`src/rtl/arbitro_interfaces.sv`:
```
// Registered N-way arbiter for function-2 requests from the interface modules.
// Drives the select of the code-forwarding mux with a latched, releasable grant.
module arbitro_interfaces #(
    parameter int N        = 4,
    parameter int IDW      = $clog2(N),
    parameter int MODE     = 0,
    parameter int HOLD_MAX = 0
) (
    input  logic           clk,
    input  logic           rst_n,
    input  logic [N-1:0]   req,
    input  logic           done,
    output logic           ativo,
    output logic [IDW-1:0] sel,
    output logic [N-1:0]   grant
);

    localparam int CW = (HOLD_MAX > 1) ? $clog2(HOLD_MAX) : 1;
    localparam logic [CW-1:0] CMAX = CW'((HOLD_MAX > 0) ? HOLD_MAX - 1 : 0);

    typedef enum logic [1:0] {
        OCIOSO,
        CONCEDIDO,
        LIBERA
    } estado_t;

    estado_t        st;
    estado_t        st_d;
    logic [IDW-1:0] ult;
    logic [IDW-1:0] venc;
    logic [IDW-1:0] ix;
    logic [CW-1:0]  cnt;
    int             j;
    logic           achou;
    logic           outros;
    logic           limite;
    logic           soltar;
    logic           ativo_d;
    logic [IDW-1:0] sel_d;
    logic [N-1:0]   grant_d;

    // Winner: highest index in fixed mode, first set bit after ult in RR.
    always_comb begin
        venc  = '0;
        ix    = '0;
        j     = 0;
        achou = 1'b0;
        if (MODE == 0) begin
            for (int i = 0; i < N; i++) begin
                ix = IDW'(i);
                if (req[ix]) venc = ix;
            end
        end else begin
            for (int k = 1; k <= N; k++) begin
                j = int'(ult) + k;
                if (j >= N) j = j - N;
                ix = IDW'(j);
                if (!achou && req[ix]) begin
                    venc  = ix;
                    achou = 1'b1;
                end
            end
        end
    end

    assign outros = |(req & ~grant);
    assign limite = (HOLD_MAX != 0) && (cnt == CMAX) && outros;
    assign soltar = done || !req[sel] || limite;

    always_ff @(posedge clk or negedge rst_n) begin
        if (!rst_n) begin
            st <= OCIOSO;
        end else begin
            st <= st_d;
        end
    end

    always_comb begin
        st_d = st;
        unique case (st)
            OCIOSO:    if (|req) st_d = CONCEDIDO;
            CONCEDIDO: if (soltar) st_d = LIBERA;
            LIBERA:    st_d = OCIOSO;
            default:   st_d = OCIOSO;
        endcase
    end

    // Owner is frozen once granted; only a fresh grant from idle picks anew.
    always_comb begin
        ativo_d = 1'b0;
        sel_d   = '0;
        grant_d = '0;
        if (st_d == CONCEDIDO) begin
            ativo_d        = 1'b1;
            sel_d          = (st == OCIOSO) ? venc : sel;
            grant_d[sel_d] = 1'b1;
        end
    end

    always_ff @(posedge clk or negedge rst_n) begin
        if (!rst_n) begin
            ativo <= 1'b0;
            sel   <= '0;
            grant <= '0;
            ult   <= IDW'(N - 1);
            cnt   <= '0;
        end else begin
            ativo <= ativo_d;
            sel   <= sel_d;
            grant <= grant_d;
            if (st == OCIOSO && st_d == CONCEDIDO) begin
                ult <= venc;
                cnt <= '0;
            end else if (st == CONCEDIDO && cnt != CMAX) begin
                cnt <= cnt + 1'b1;
            end
        end
    end

endmodule

```
`config.mk`:
```
export PLATFORM = sky130hd
export DESIGN_NAME = arbitro_interfaces
export DESIGN_NICKNAME = d
export VERILOG_FILES = /design/src/rtl/arbitro_interfaces.sv
export SDC_FILE = /design/constraint.sdc
export NUM_CORES = 1
export LEC_CHECK = 0
export BUFFER_PORTS_ARGS = -buffer_cell sky130_fd_sc_hd__buf_2
export CORE_AREA = 2 2 39 41
export DETAILED_ROUTE_END_ITERATION = 7
export DIE_AREA = 0 0 41 43
export GPL_TIMING_DRIVEN = 0
export PLACE_DENSITY = 0.5
export SLEW_MARGIN = 25
export SYNTH_ARGS = -nofsm -noshare
export SYNTH_HDL_FRONTEND = slang
export SYNTH_SLANG_ARGS = --single-unit
export TNS_END_PERCENT = 1
```
`constraint.sdc`:
```
create_clock -name clk -period 1.8 [get_ports clk]
set_input_delay 0.09 -clock clk [delete_from_list [all_inputs] [get_ports clk]]
set_output_delay 0.09 -clock clk [all_outputs]
set_load 0.02 [all_outputs]
```
* Word level (Yosys, flattened, before mapping)
Index checks and enable logic that the tools add are counted.
Widths: inputs -> output; s select.
** Storage, ports and cells
- Register bits after elaboration :: 9
- Bits of input ports :: 7
- Output and inout bits :: 7
- Word-level logic and storage cells :: 28
** Operators by class
- Order comparisons :: 3
- Eq/ne operators :: 2
- Mux-type cells :: 14
- Reductions and logical operators :: 5
** Operators by type and width (number)
- $mux 2 :: 6
- $lt 2x3->1 const B :: 2
- $eq 2x1->1 const B :: 2
- $mux 1 :: 4
- $mux 4 :: 1
- $pmux 2 s2 :: 1
- $reduce_or 4->1 :: 1
- $bmux 1 s2 :: 1
- $demux 1 s2 :: 1
- $ge 2x1->1 const B :: 1
- $logic_not 2->1 :: 1
- $logic_and 1x1->1 :: 1
- $logic_not 1->1 :: 1
- $logic_or 1x1->1 :: 1

* Logic depth before layout (Yosys ltp)
Gate-level depths: netlist of run 1.
- Depth in word-level cells :: 9
- Gate-level depth with buffers :: 3
- Gate-level depth less buffers :: 3

* Worst setup path before layout of run 1
No wires, ideal clock.
- Path type :: register to register
- From :: register sel[0]
- To :: register grant[0]
- Setup time :: 0.120 ns
- Arrival time :: 1.447 ns
- Required time :: 1.680 ns
- Setup slack :: 0.234 ns
- Stages on the path, launching flop included :: 4
- Buffers on the path :: 0
- Clock period less this slack :: 1.566 ns
- Path through :: dfrtp_1 mux4_2 a22oi_4 and3b_1
** Between the ends
- Longest elaborated chain between the ends :: 8
- Elaborated cells on any way between the ends :: 14
- Those cells by class :: order compare (2); eq/ne (1); mux (8); reduce/logical (3)
** Ends and longest elaborated chain
- from (decl) :: RTL line 14 : output logic [IDW-1:0] sel,
- from (signal assigned) :: RTL line 109 : sel <= sel_d;
- $bmux 1 s2 :: RTL line 68 : assign soltar = done || !req[sel] || limite;
- $mux 1 (implied by the code) :: RTL line 68
- $logic_not 1->1 :: RTL line 68
- $logic_or 1x1->1 :: RTL line 68
- $mux 2 :: RTL line 82 : CONCEDIDO: if (soltar) st_d = LIBERA;
- $pmux 2 s2 :: RTL line 80 : unique case (st)
- $eq 2x1->1
- $mux 4 * :: RTL line 93 : if (st_d == CONCEDIDO) begin
- named net grant_d[0] :: RTL line 40 : logic [N-1:0] grant_d;
- to (signal assigned) :: RTL line 110 : grant <= grant_d;
- to (decl) :: RTL line 15 : output logic [N-1:0] grant
The timed path passes the listed nets; every way through them passes the cells marked *. The select of a mux whose other input is x is not followed.

* Worst setup path after layout of run 1
Ends and elaborated chain as after synthesis.

==> results, run 1 <==
- The worst path in the final design needs a cycle of between 1.5 and 2 ns, including I/O delays and setup.
- The antenna violation net count after detailed routing is 0.
- Setup violations remaining at the end of the flow were counted as 0.
- The final critical-path setup slack is between 0.2 and 0.3 ns.
- The number of clock sinks seen by CTS is 9.
- The count of non-filler cells in the finished layout is between 60 and 70.
- The total negative setup slack is 0 ns.
- The first global-routing pass estimated ~1.2 mm of wire.
- The largest single stage delay on the critical path is 0.56 ns.
- The placed instance area is 479 µm².
- 0 antenna diodes ended up in the layout.
- In this run the post-CTS setup repair buffer count came out at 0.
- The area of the mapped netlist is slightly below 400 µm².
- After technology mapping, the gate count stands at 29.
- After the first detailed-routing iteration, the DRC count stood at 0.
- The number of synthesis warnings is 0.
- The power spent charging and discharging nets is between 300 and 400 µW.
- Routability-driven placement finished with a final weighted congestion of roughly 0.65.
- Buffers placed on the I/O ports in this run total 13.
- The area of all placed cells without fillers is roughly 520 µm².
- In this run the standard cell core region covers 1380 µm².
- The share of total power consumed by net switching is around 40%.
- Traced cell by cell, the critical path runs through mux4_2, a22oi_4, and3b_1.
- The final layout net count is between 50 and 60.
- The actual transition at the worst max-transition pin is 0.501 ns.
- In this run the number of H-tree levels came out at 1.
- Once placement completed, the tool counted placed cells totaling between 50 and 60.
- After synthesis, flip-flops and latches occupy a little under three fifths of the total area.
- Setup repair after global routing left no endpoint under its margin.
- The fill cell total of the finished layout is 144.
- The final number of hold-violating endpoints was 0.
- The flow ran to the end, and the final reports show no timing, DRC or antenna violations.
- Sequential cells account for between 30% and 40% of the total power.
- VDD sags by at most around 0.41 mV.
- The combined buffer and inverter count along the critical path is 0.
- The category of cells accounting for the largest share of critical-path delay is multiplexers.
- After floorplanning, the core was divided into 14 placement rows.
- The max-cap check violation count is 0.
- The share of post-route cells with drive strength above 1 is between 40% and 50%.
- The worst setup path is captured at a flip-flop.
- The final core utilization is a little under two fifths.
- The wire length after detailed routing is roughly 740 µm.
- The final period utilization is between 80% and 90%.
- For this run, the top clock speed supported by timing is ~660 MHz.
- The largest buffer count on any clock path is 2.
- For this run the aggregate overflow at the end of global routing stands at 0.
- Data on the critical path is required at its endpoint by just under 2 ns.
- Dividing the detail-routed via count by the number of cells gives around 4.6.
- The CTS tree is built.
- Post-CTS repair changed the size of 0 cells.
- In the final routed layout, each cell accounts on average for 11.8 µm.
- The floorplan step defined a die boundary enclosing ~1800 µm².
- Measured against its own limit, the worst slew margin works out to 66.2%.
- The initial antenna violation count came to 0.
- The internal power summed over all cells is about 530 µW.
- The worst-case setup slack after placement is ~0.28 ns.
- The average instance area after synthesis is ~14 µm².
- The pin count of the biggest net entering global routing is 10.
- The data arrival at the endpoint of the critical path is between 1.5 and 2 ns.
- STA classifies the critical path startpoint as a flip-flop.
- The type of the tightest min-delay check is in2reg.
- The leakage power of the design is 0.274 nW.
- The clock reaches the later pin of the worst-skew pair after 0.25 ns.
- The number of top-level pins is 14.
- The hold slack is 0.149 ns.
- The number of pins with negative max-slew slack in the final report was 0.
- The clock network accounts for 16.9% of the total power.
- Across the routed clock network, the largest skew measured is around 0.0042 ns.
- The proportion of power drawn by combinational gates is about 45%.
- Buffers inserted to repair hold after CTS numbered 1.
- The detailed-routing iteration count for the pre-antenna-repair pass is 1.
- The total CTS buffers is 3.
- After detailed routing, the number of remaining DRC violations is 0.
- Synthesis inferred 9 register bits.
- Detailed placement ended at an HPWL of ~610 µm.
- The library cell contributing the largest single delay on the critical path is sky130_fd_sc_hd__mux4_2.
- The count of cell types in the netlist is 15.
- The power density over cell area is 1710 nW/µm².
- The routed via count is roughly 290.
- The relative area change from synthesis to final layout is 30.8%.
- The clock slew seen by the registers of the worst setup and hold paths is about 0.06 ns.
- The die is 41 µm wide.
- The number of global-route vias before repair was 305.
- By startpoint and endpoint, the worst setup path is classified as reg2reg.
- The root buffer cell is sky130_fd_sc_hd__clkbuf_4.
- Of all nets on the critical path, the largest fanout is 8.
- Global routing consumed, over all layers together, a little over a tenth of the routing resources.
- For this configuration, the core starts out at a cell density of between 20% and 30%.
- The synthesized net count is 36.
- Measured along the y axis, the die boundary spans around 43 µm.
- The post-route total power is between 800 and 900 µW.
## sequential cells by signal, indices dropped and copies added (netlist names)
register / flops
ativo: 1
grant: 4
sel: 2
st: 2
## layer usage
metal	vias up	wire, µm	global-route usage [%]	share of wire, %
li1	140	-	-	-
met1	143	300	11.2	40
met2	5	406	16.3	55
met3	0	38	4.71	5.1
met4	0	0	6.00	0
met5	-	0	0	0
## area by class of cell
type / count / area (µm²) / area share [%]
well taps: 16 / 20.0 / 3.88
clock buffers: 4 / 26.3 / 5.10
multi-input cells: 18 / 161 / 31.3
repair buffers: 14 / 75.1 / 14.6
inverters: 2 / 7.51 / 1.46
flip-flops and latches: 9 / 225 / 43.7
## power by group through the flow
stage / clock network [mW] / registers, mW / logic (mW)
finish: 0.149 / 0.334 / 0.396
global route: 0.165 / 0.345 / 0.431
CTS: 0.155 / 0.335 / 0.407
detailed placement: 0 / 0.339 / 0.405
global placement: 0 / 0.334 / 0.394
floorplan: 0 / 0.408 / 0.213
## worst reg2reg max path: stages, from the launching register on
cell	delay (ns)
sky130_fd_sc_hd__dfrtp_1	0.37
sky130_fd_sc_hd__mux4_2	0.56
sky130_fd_sc_hd__a22oi_4	0.26
sky130_fd_sc_hd__and3b_1	0.21
## cells by family after synthesis
logic type | after synthesis | synth area share (%)
mux | 1 | 5.71
flops | 9 | 57.1
buf+inv | 2 | 1.91
compound gates | 4 | 12.7
simple gates | 13 | 22.5
## worst paths after layout
check	from	end	slack, ns	cells past startpoint
max	sel[0]$_DFF_PN0_	grant[0]$_DFF_PN0_	0.29	3
min	done	st[1]$_DFF_PN0_	0.15	3
max reg2reg	sel[0]$_DFF_PN0_	grant[0]$_DFF_PN0_	0.29	3
min reg2reg	st[1]$_DFF_PN0_	st[1]$_DFF_PN0_	0.55	1
max in group asynchronous	rst_n	st[1]$_DFF_PN0_	1.40	2
min in group asynchronous	rst_n	grant[0]$_DFF_PN0_	0.22	2
## cells in the final DEF, fill, tap and decap left out, types with 2 or more instances in the layout
cell	n
sky130_fd_sc_hd__buf_2	13
sky130_fd_sc_hd__dfrtp_1	9
sky130_fd_sc_hd__nor3b_1	4
sky130_fd_sc_hd__nor2_1	3
sky130_fd_sc_hd__clkbuf_4	3
sky130_fd_sc_hd__inv_1	2
## cells in the mapped netlist
library cell               count  area, µm²
sky130_fd_sc_hd__a22oi_4       1       21.3
sky130_fd_sc_hd__and2b_2       1       8.76
sky130_fd_sc_hd__and3b_1       1       8.76
sky130_fd_sc_hd__dfrtp_1       9        225
sky130_fd_sc_hd__inv_1         2       7.51
sky130_fd_sc_hd__mux4_2        1       22.5
sky130_fd_sc_hd__nor2_1        3       11.3
sky130_fd_sc_hd__nor2b_1       1       6.26
sky130_fd_sc_hd__nor3_1        1       5.00
sky130_fd_sc_hd__nor3b_1       4       30.0
sky130_fd_sc_hd__o21ai_0       1       5.00
sky130_fd_sc_hd__o21bai_1      1       7.51
sky130_fd_sc_hd__o41ai_2       1       16.3
sky130_fd_sc_hd__or4_1         1       7.51
sky130_fd_sc_hd__or4_4         1       11.3
(Power assumes the default switching activity.)
==> run 2, diff against run 1 <==
--- a/config.mk
+++ b/config.mk
@@ -5,12 +5,13 @@
 export SDC_FILE = /design/constraint.sdc
 export NUM_CORES = 1
 export LEC_CHECK = 0
+export ABC_AREA = 1
 export BUFFER_PORTS_ARGS = -buffer_cell sky130_fd_sc_hd__buf_2
 export CORE_AREA = 2 2 39 41
 export DETAILED_ROUTE_END_ITERATION = 7
 export DIE_AREA = 0 0 41 43
 export GPL_TIMING_DRIVEN = 0
-export PLACE_DENSITY = 0.5
+export PLACE_DENSITY = 0.57
 export SLEW_MARGIN = 25
 export SYNTH_ARGS = -nofsm -noshare
 export SYNTH_HDL_FRONTEND = slang
==> constraint.sdc (replaced) <==
create_clock -name clk -period 1.25 [get_ports clk]
set_input_delay 0.0625 -clock clk [delete_from_list [all_inputs] [get_ports clk]]
set_output_delay 0.0625 -clock clk [all_outputs]
set_load 0.02 [all_outputs]
==> run 2 against run 1 <==
Effect of this change:
- power up 57%
- count of clock-buffer cells in the layout unchanged
- critical path depth up 3
- hold slack worse by 0.0080 ns
- setup slack worse by 0.17 ns
- largest power group unchanged
- sequential share of layout area down 4.4 points
==> results, run 2 <==
- The number of instances in the synthesized netlist is 50 (+72%).
- Sorting the synthesized cells by how often they occur yields sky130_fd_sc_hd__nand2_1, sky130_fd_sc_hd__dfrtp_1, sky130_fd_sc_hd__inv_1.
- The leakage power of the design is 0.317 nW (+16%).
- The number of DRC markers after the initial detailed-route iteration is 8 (+8).
- The data arrival at the endpoint of the critical path was 1.25 ns (-0.40 ns).
- The share of post-route cells with drive strength above 1 is 38.2% (-6.4 points).
- The proportion of power drawn by the clock network came to 15.5% (-1.4 points).
- The overall track demand over capacity in global routing is 11.3% (+0.80 points).
- The clock slew seen by the registers of the worst setup and hold paths is 0.06 ns (about the same).
- The quantity of I/O buffers inserted on ports was 13 (unchanged).
- The proportion of power drawn by combinational gates is 49.2% (+4.1 points).
- The count of standard-cell rows came to 14 (unchanged).
- The global-route congestion overflow total is 0 (unchanged).
- The maximum clock frequency is 889 MHz (+34%).
- The largest registers in the layout are grant: 4 flops, sel: 2 flops, st: 2 flops.
- The area enclosed by the die boundary is 1760 µm² (unchanged).
- The number of synthesis warnings is 0 (unchanged).
- The flip-flop count of the largest register after layout is 4 (unchanged).
- STA classifies the critical path endpoint as a flip-flop.
- The total negative setup slack came to 0 ns (unchanged).
- The total CTS buffers is 3 (unchanged).
- The internal power summed over all cells is 765 µW (+44%).
- The routed via count is 375 (+30%).
- The antenna violation net count after detailed routing is 0 (unchanged).
- The chip height is 43 µm (unchanged).
- The share of total power consumed by net switching came to 44.5% (+4.9 points).
- Sorting the synthesized cells by area gives the leading types as sky130_fd_sc_hd__dfrtp_1, sky130_fd_sc_hd__nand2_1, sky130_fd_sc_hd__inv_1.
- The number of clock sinks seen by CTS is 9 (unchanged).
- The share of the synthesized area in the top cell type is 49.9% (-7.3 points).
- The share of async-settable or async-resettable flops after synthesis is 100% (unchanged).
- The run finished with clean final reports.
- From synthesis to final layout, the design area changed by 26.9%.
- By startpoint and endpoint, the worst setup path is classified as reg2reg.
- The synthesis-stage register bit count came to 9 (unchanged).
- The worst clock skew is 0.00190 ns (-0.00230 ns).
- TritonCTS built the clock tree.
- The number of diodes added for antenna fixing came to 0 (unchanged).
- The detailed-routing iteration count for the pre-antenna-repair pass is 4 (+3).
- The pin count of the biggest net entering global routing came to 10 (unchanged).
- The worst-case vdd ir drop is 0.704 mV (+72%).
- The total setup buffers inserted after CTS is 0 (unchanged).
- The share of the yosys chip area belonging to registers is 49.9% (-7.3 points).
- The final critical-path setup slack is 0.125 ns (-0.168 ns).
- More flip-flops sit in one register than any other, and that register is grant.
- The power density over cell area is 2400 nW/µm² (+41%).
- The number of top-level pins is 14 (unchanged).
- The HPWL after detailed placement is 613 µm (+0.13%).
- The power spent charging and discharging nets is 613 µW (+76%).
- The wire length after detailed routing is 749 µm (+0.67%).
- The actual transition at the worst max-transition pin is 0.246 ns (-0.255 ns).
- The average instance area after synthesis came to 9.03 µm² (-34%).
- The fill cell total of the finished layout came to 149 (+3.5%).
- The number of pins with negative max-slew slack in the final report is 0 (unchanged).
- The max-slew headroom at the worst pin came to 83.5% (+17 points).
- The clock insertion delay at the later pin of the skew report is 0.25 ns (about the same).
- The portion of total power attributed to sequential cells was 35.3% (-2.7 points).
- The starting density of the core is 32.6% (+4.2 points).
- The final number of hold-violating endpoints is 0 (unchanged).
- The initial antenna violation count is 0 (unchanged).
- The shortest period the worst path allows is 1.13 ns (-0.382 ns).
- The routability-driven placement congestion ratio was 0.746 (+16%).
- Among all cell types in the netlist, the one instantiated most often is sky130_fd_sc_hd__nand2_1.
- The area of the mapped netlist is 452 µm² (+15%).
- In the layout the commonest cells are sky130_fd_sc_hd__nand2_1, sky130_fd_sc_hd__buf_2, sky130_fd_sc_hd__inv_1, sky130_fd_sc_hd__dfrtp_1, sky130_fd_sc_hd__a21oi_1.
- The largest fanout of any net on the critical path is 5 (-3).
- The max-cap check violation count was 0 (unchanged).
- The worst-case setup slack after placement was 0.129 ns (-0.150 ns).
- The launching element type of the critical path is a flip-flop.
- The count of cell types in the netlist is 13 (-2).
- The count of flip-flops with a built-in enable after synthesis is 0 (unchanged).
- The number of H-tree levels is 1 (unchanged).
- The final layout net count was 76 (+38%).
- The largest buffer count on any clock path is 2 (unchanged).
- The final period utilization came to 90.0% (+6.3 points).
- The synthesized net count is 57 (+58%).
- The most used flip-flop cell after synthesis is sky130_fd_sc_hd__dfrtp_1.
- The number of global-route vias before repair is 346 (+13%).
- The final routed DRC violation total is 0 (unchanged).
- The average detailed-routed wire length per instance is 8.92 µm (-24%).
- The root buffer cell chosen for the clock tree is sky130_fd_sc_hd__clkbuf_4.
- The wire length of the first global-routing pass came to 1.37 mm (+16%).
- The area of the core is 1380 µm² (unchanged).
- The via-per-instance ratio came to 4.46 (-2.3%).
- The worst path required time is 1.38 ns (-0.56 ns).
- The most area-hungry cell type in the Yosys netlist is sky130_fd_sc_hd__dfrtp_1.
- The die width is 41 µm (unchanged).
- The worst hold path belongs to the class in2reg.
- Setup repair after global routing left no endpoint under its margin.
- The number of setup violations in the final report is 0 (unchanged).
==> run 2: changes by cell type after synthesis, moves of 2 or more <==
cell                      previous run  this run
sky130_fd_sc_hd__a21oi_1             0         6
sky130_fd_sc_hd__inv_1               2         9
sky130_fd_sc_hd__nand2_1             0        13
sky130_fd_sc_hd__nand3_2             0         3
sky130_fd_sc_hd__nor2_1              3         1
sky130_fd_sc_hd__nor2_4              0         2
sky130_fd_sc_hd__nor3b_1             4         0
sky130_fd_sc_hd__o21ai_2             0         2
==> run 2: repair_timing <==
| item | CTS | global route |
|---|---|---|
| endpoints found under the hold margin | 9 | 0 |
| resized for setup | 0 | 0 |
| hold buffers | 1 | 0 |
==> run 2: metrics by stage <==
| step | power, mW | util (%) | hold slack (ns) | cell area (µm²) | instances |
|---|---|---|---|---|---|
| after floorplan | 1.01 | - | -0.233 | 452 | 50 |
| after global placement | 1.17 | 38.8 | -0.0816 | 537 | 79 |
| after detailed placement | 1.18 | 38.8 | -0.0787 | 537 | 79 |
| after CTS | 1.40 | 41.4 | 0.138 | 573 | 84 |
| after global routing | 1.50 | 41.4 | 0.170 | 573 | 84 |
| final | 1.38 | 41.4 | 0.141 | 573 | 84 |
==> run 2: critical path, stage by stage (launching register included) <==
cell	delay, ns
sky130_fd_sc_hd__dfrtp_1	0.43
sky130_fd_sc_hd__nor2_4	0.20
sky130_fd_sc_hd__nand3_2	0.10
sky130_fd_sc_hd__o21ai_2	0.10
sky130_fd_sc_hd__inv_1	0.08
sky130_fd_sc_hd__nand2_1	0.06
sky130_fd_sc_hd__a21oi_1	0.04
==> run 2: kinds of logic (layout without fill, tap and decap cells) <==
| group | count (synthesis) | after routing | share of synthesized area, % |
|---|---|---|---|
| AO/OA/AOI/OAI | 9 | 9 | 12.2 |
| buffers and inverters | 10 | 28 | 8.31 |
| flip-flops | 9 | 9 | 49.9 |
| AND/OR/NAND/NOR | 22 | 22 | 29.6 |
==> run 2: worst paths after layout <==
kind / slack (ns) / cells after the start / to / from
worst min-delay path: 0.14 / 3 / st[1]$_DFF_PN0_ / done
worst max register to register: 0.12 / 6 / grant[1]$_DFF_PN0_ / st[1]$_DFF_PN0_
max in group asynchronous: 0.88 / 2 / grant[2]$_DFF_PN0_ / rst_n
min in group asynchronous: 0.19 / 2 / st[1]$_DFF_PN0_ / rst_n
worst min register to register: 0.65 / 2 / st[1]$_DFF_PN0_ / st[1]$_DFF_PN0_
worst max-delay path: 0.12 / 6 / grant[1]$_DFF_PN0_ / st[1]$_DFF_PN0_
==> run 2: final cells by class <==
class	count	area [µm²]	share of cell area (%)
well taps	16	20.0	3.49
inverters	10	37.5	6.55
repair buffers	14	75.1	13.1
flip-flops and latches	9	225	39.3
multi-input cells	31	189	33.0
clock buffers	4	26.3	4.59
==> run 2: power by group through the flow <==
| stage | Combinational [mW] | Clock (mW) | Sequential, mW |
|---|---|---|---|
| 3_5_place_dp | 0.687 | 0 | 0.496 |
| 3_3_place_gp | 0.679 | 0 | 0.491 |
| 6_report | 0.678 | 0.214 | 0.486 |
| 4_1_cts | 0.690 | 0.222 | 0.491 |
| 2_1_floorplan | 0.406 | 0 | 0.600 |
| 5_1_grt | 0.766 | 0.234 | 0.503 |
==> run 2: routing by layer <==
layer | wire, µm | up-vias | track usage [%]
li1 | - | 192 | -
met1 | 303 | 174 | 15.9
met2 | 411 | 9 | 16.3
met3 | 34 | 0 | 1.57
met4 | 0 | 0 | 6.00
met5 | 0 | - | 0
==> run 3, diff against run 2 <==
--- a/config.mk
+++ b/config.mk
@@ -10,8 +10,9 @@
 export CORE_AREA = 2 2 39 41
 export DETAILED_ROUTE_END_ITERATION = 7
 export DIE_AREA = 0 0 41 43
-export GPL_TIMING_DRIVEN = 0
+export GPL_TIMING_DRIVEN = 1
 export PLACE_DENSITY = 0.57
+export REMOVE_ABC_BUFFERS = 1
 export SLEW_MARGIN = 25
 export SYNTH_ARGS = -nofsm -noshare
 export SYNTH_HDL_FRONTEND = slang
==> run 3 against run 2 <==
Effect of this change:
- sequential share of layout area shrank 0.086 points
- cell count unchanged
- non-clock buffer count did not move
- design area rose by 0.22%
- die area did not move
- combinational power is 0.7% lower
- register-to-register slack is essentially flat
- largest cell class unchanged
- sequential power up 1%
- wire length is 2.9% higher
- first-iteration DRC count fell by 38%
- largest power group unchanged
- sequential cell count did not move
==> results, run 3 (synthesized netlist as in run 2, its figures left out) <==
- The power spent charging and discharging nets is 626 µW (+2.0%).
- The die width came to 41 µm (unchanged).
- The internal power summed over all cells is 760 µW (-0.59%).
- Counting flops per register, the top entry is grant.
- Among the stages of the critical path, the cell type that occurs most often is sky130_fd_sc_hd__nand2_1.
- The detailed-routing iteration count for the pre-antenna-repair pass is 3 (-1).
- The number of top-level pins came to 14 (unchanged).
- The average detailed-routed wire length per instance is 9.18 µm (+2.9%).
- The shortest period the worst path allows came to 1.11 ns (-0.0147 ns).
- The global-route congestion overflow total was 0 (unchanged).
- The initial antenna violation count was 0 (unchanged).
- The data arrival at the endpoint of the critical path is 1.25 ns (about the same).
- The worst-case setup slack after placement is 0.148 ns (+0.0189 ns).
- The area of the core was 1380 µm² (unchanged).
- The reg-to-reg setup timing slack is 0.14 ns (about the same).
- The proportion of power drawn by the clock network was 16.0% (+0.5 points).
- The antenna violation net count after detailed routing is 0 (unchanged).
- The actual transition at the worst max-transition pin is 0.237 ns (-0.00952 ns).
- The largest buffer count on any clock path is 2 (unchanged).
- The number of clock sinks seen by CTS is 9 (unchanged).
- The launch point of the worst hold path is done.
- The pin count of the biggest net entering global routing came to 10 (unchanged).
- The flip-flop count of the largest register after layout is 4 (unchanged).
- The worst setup path is launched from a flip-flop.
- The overall track demand over capacity in global routing was 11.1% (-0.22 points).
- The worst setup path is captured at a flip-flop.
- The number of DRC markers after the initial detailed-route iteration is 5 (-3).
- The kind of cell with the highest combined delay along the critical path is flip-flops.
- The proportion of power drawn by combinational gates is 48.5% (-0.7 points).
- The routability-driven placement congestion ratio came to 0.751 (+0.66%).
- The number of setup violations in the final report was 0 (unchanged).
- The combined buffer and inverter count along the critical path is 1 (unchanged).
- The library cell contributing the largest single delay on the critical path is sky130_fd_sc_hd__dfrtp_1.
- The portion of total power attributed to sequential cells was 35.4% (about the same).
- The kind of critical path is reg2reg.
- The startpoint identified for the worst register-to-register timing path is st[1]$_DFF_PN0_.
- The total CTS buffers is 3 (unchanged).
- The routed via count is 365 (-2.7%).
- The count of standard-cell rows came to 14 (unchanged).
- The max-cap check violation count is 0 (unchanged).
- The hold buffer count at cts came to 1 (unchanged).
- The quantity of I/O buffers inserted on ports is 13 (unchanged).
- Setup repair after global routing left no endpoint under its margin.
- The root buffer cell is sky130_fd_sc_hd__clkbuf_4.
- The chip height is 43 µm (unchanged).
- The wire length after detailed routing is 771 µm (+2.9%).
- The final number of hold-violating endpoints is 0 (unchanged).
- The area enclosed by the die boundary is 1760 µm² (unchanged).
- The via-per-instance ratio is 4.35 (-2.7%).
- The HPWL after detailed placement came to 647 µm (+5.6%).
- The cell depth of the worst flop-to-flop path is 6 (unchanged).
- The clock insertion delay at the later pin of the skew report is 0.26 ns (about the same).
- The largest fanout of any net on the critical path is 5 (unchanged).
- In this run the critical register-to-register path is captured at grant[2]$_DFF_PN0_.
- The largest registers in the layout are grant: 4 flops, sel: 2 flops, st: 2 flops.
- The stage delay of the slowest cell on the critical path is 0.43 ns (about the same).
- The post-route total power is 1.39 mW (+0.57%).
- The worst clock skew is 0.00610 ns (+0.00420 ns).
- The leakage power of the design came to 0.320 nW (+0.86%).
- The final period utilization is 88.8% (-1.2 points).
- The top cell types in the final layout, fill and taps aside, are sky130_fd_sc_hd__nand2_1, sky130_fd_sc_hd__buf_2, sky130_fd_sc_hd__inv_1, sky130_fd_sc_hd__dfrtp_1, sky130_fd_sc_hd__a21oi_1.
- The worst-case vdd ir drop is 0.811 mV (+15%).
- The share of post-route cells with drive strength above 1 is 39.7% (+1.5 points).
- The final layout net count is 76 (unchanged).
- The number of diodes added for antenna fixing is 0 (unchanged).
- The maximum clock frequency is 901 MHz (+1.3%).
- The worst path required time was 1.39 ns (about the same).
- The final routed DRC violation total was 0 (unchanged).
- The CTS tree is built.
- The number of pins with negative max-slew slack in the final report is 0 (unchanged).
- The quantity of gates resized following cts is 0 (unchanged).
- The hold path endpoint is st[0]$_DFF_PN0_.
- The number of H-tree levels is 1 (unchanged).
- Relative to the synthesized area, the layout overhead comes to 27.1%.
- The type of the tightest min-delay check is in2reg.
- The total setup buffers inserted after CTS came to 0 (unchanged).
- The total negative setup slack is 0 ns (unchanged).
- The max-slew headroom at the worst pin is 84.2% (+0.64 points).
- The share of total power consumed by net switching is 45.1% (+0.64 points).
- The number of global-route vias before repair came to 348 (+0.58%).
- The clock slew seen by the registers of the worst setup and hold paths is 0.07 ns (about the same).
- The final critical-path setup slack was 0.140 ns (+0.0147 ns).
- The starting density of the core came to 32.6% (unchanged).
- The flow ran to the end, and the final reports show no timing, DRC or antenna violations.
- The power density over cell area is 2410 nW/µm² (+0.35%).
- The depth of the worst hold-timing path is 4 (+1).
- The wire length of the first global-routing pass is 1.33 mm (-3.1%).
- Walking the worst path, the cells encountered are nor2_4, nand2_1, o21ai_2, inv_1, nand2_1, a21oi_1.
## run 3: cell types whose count changed in the layout (fill, tap and decap cells not counted)
cell / change
sky130_fd_sc_hd__clkbuf_1: -1
sky130_fd_sc_hd__clkinv_2: +1
## run 3: layer usage
metal  vias up  global-route usage [%]  wire (µm)
met5         -                       0          0
met4         0                    8.00         13
met3         2                    1.57         23
met2         7                    17.2        384
met1       164                    13.1        350
li1        192                       -          -
## run 3: how the worst max path moves through the flow
stage | start | end | slack (ns) | cells after the start
6_report | st[1]$_DFF_PN0_ | grant[2]$_DFF_PN0_ | 0.14 | 6
5_1_grt | st[1]$_DFF_PN0_ | grant[1]$_DFF_PN0_ | 0.03 | 6
4_1_cts | st[1]$_DFF_PN0_ | grant[2]$_DFF_PN0_ | 0.12 | 6
3_5_place_dp | st[1]$_DFF_PN0_ | grant[2]$_DFF_PN0_ | 0.15 | 6
3_3_place_gp | st[1]$_DFF_PN0_ | grant[2]$_DFF_PN0_ | 0.15 | 6
2_1_floorplan | sel[0]$_DFF_PN0_ | grant[0]$_DFF_PN0_ | 0.19 | 6
## run 3: worst min-delay path: cells and delay by family
kind | cells | cell delay [ns]
buffers and inverters | 2 | 0.14
and+or+nand+nor | 2 | 0.16
## run 3: metrics by stage
step | hold slack [ns] | utilization (%) | instances | instance area, µm²
2_1_floorplan | -0.233 | - | 50 | 452
3_3_place_gp | -0.0785 | 38.8 | 79 | 537
3_5_place_dp | -0.0770 | 38.8 | 79 | 537
4_1_cts | 0.130 | 41.5 | 84 | 574
5_1_grt | 0.167 | 41.5 | 84 | 574
6_report | 0.138 | 41.5 | 84 | 574
## run 3: layout make-up
class / count / area (µm²)
fillers: 139 / 810
flip-flops and latches: 9 / 225
multi-input cells: 31 / 189
repair buffers: 14 / 75.1
inverters: 10 / 37.5
clock buffers: 3 / 22.5
well taps: 16 / 20.0
clock inverters: 1 / 5.00
## run 3: power by group through the flow
stage	clock network, mW	registers, mW	logic, mW
2_1_floorplan	0	0.600	0.406
3_3_place_gp	0	0.495	0.677
3_5_place_dp	0	0.499	0.686
4_1_cts	0.228	0.493	0.688
5_1_grt	0.247	0.508	0.757
6_report	0.222	0.491	0.673
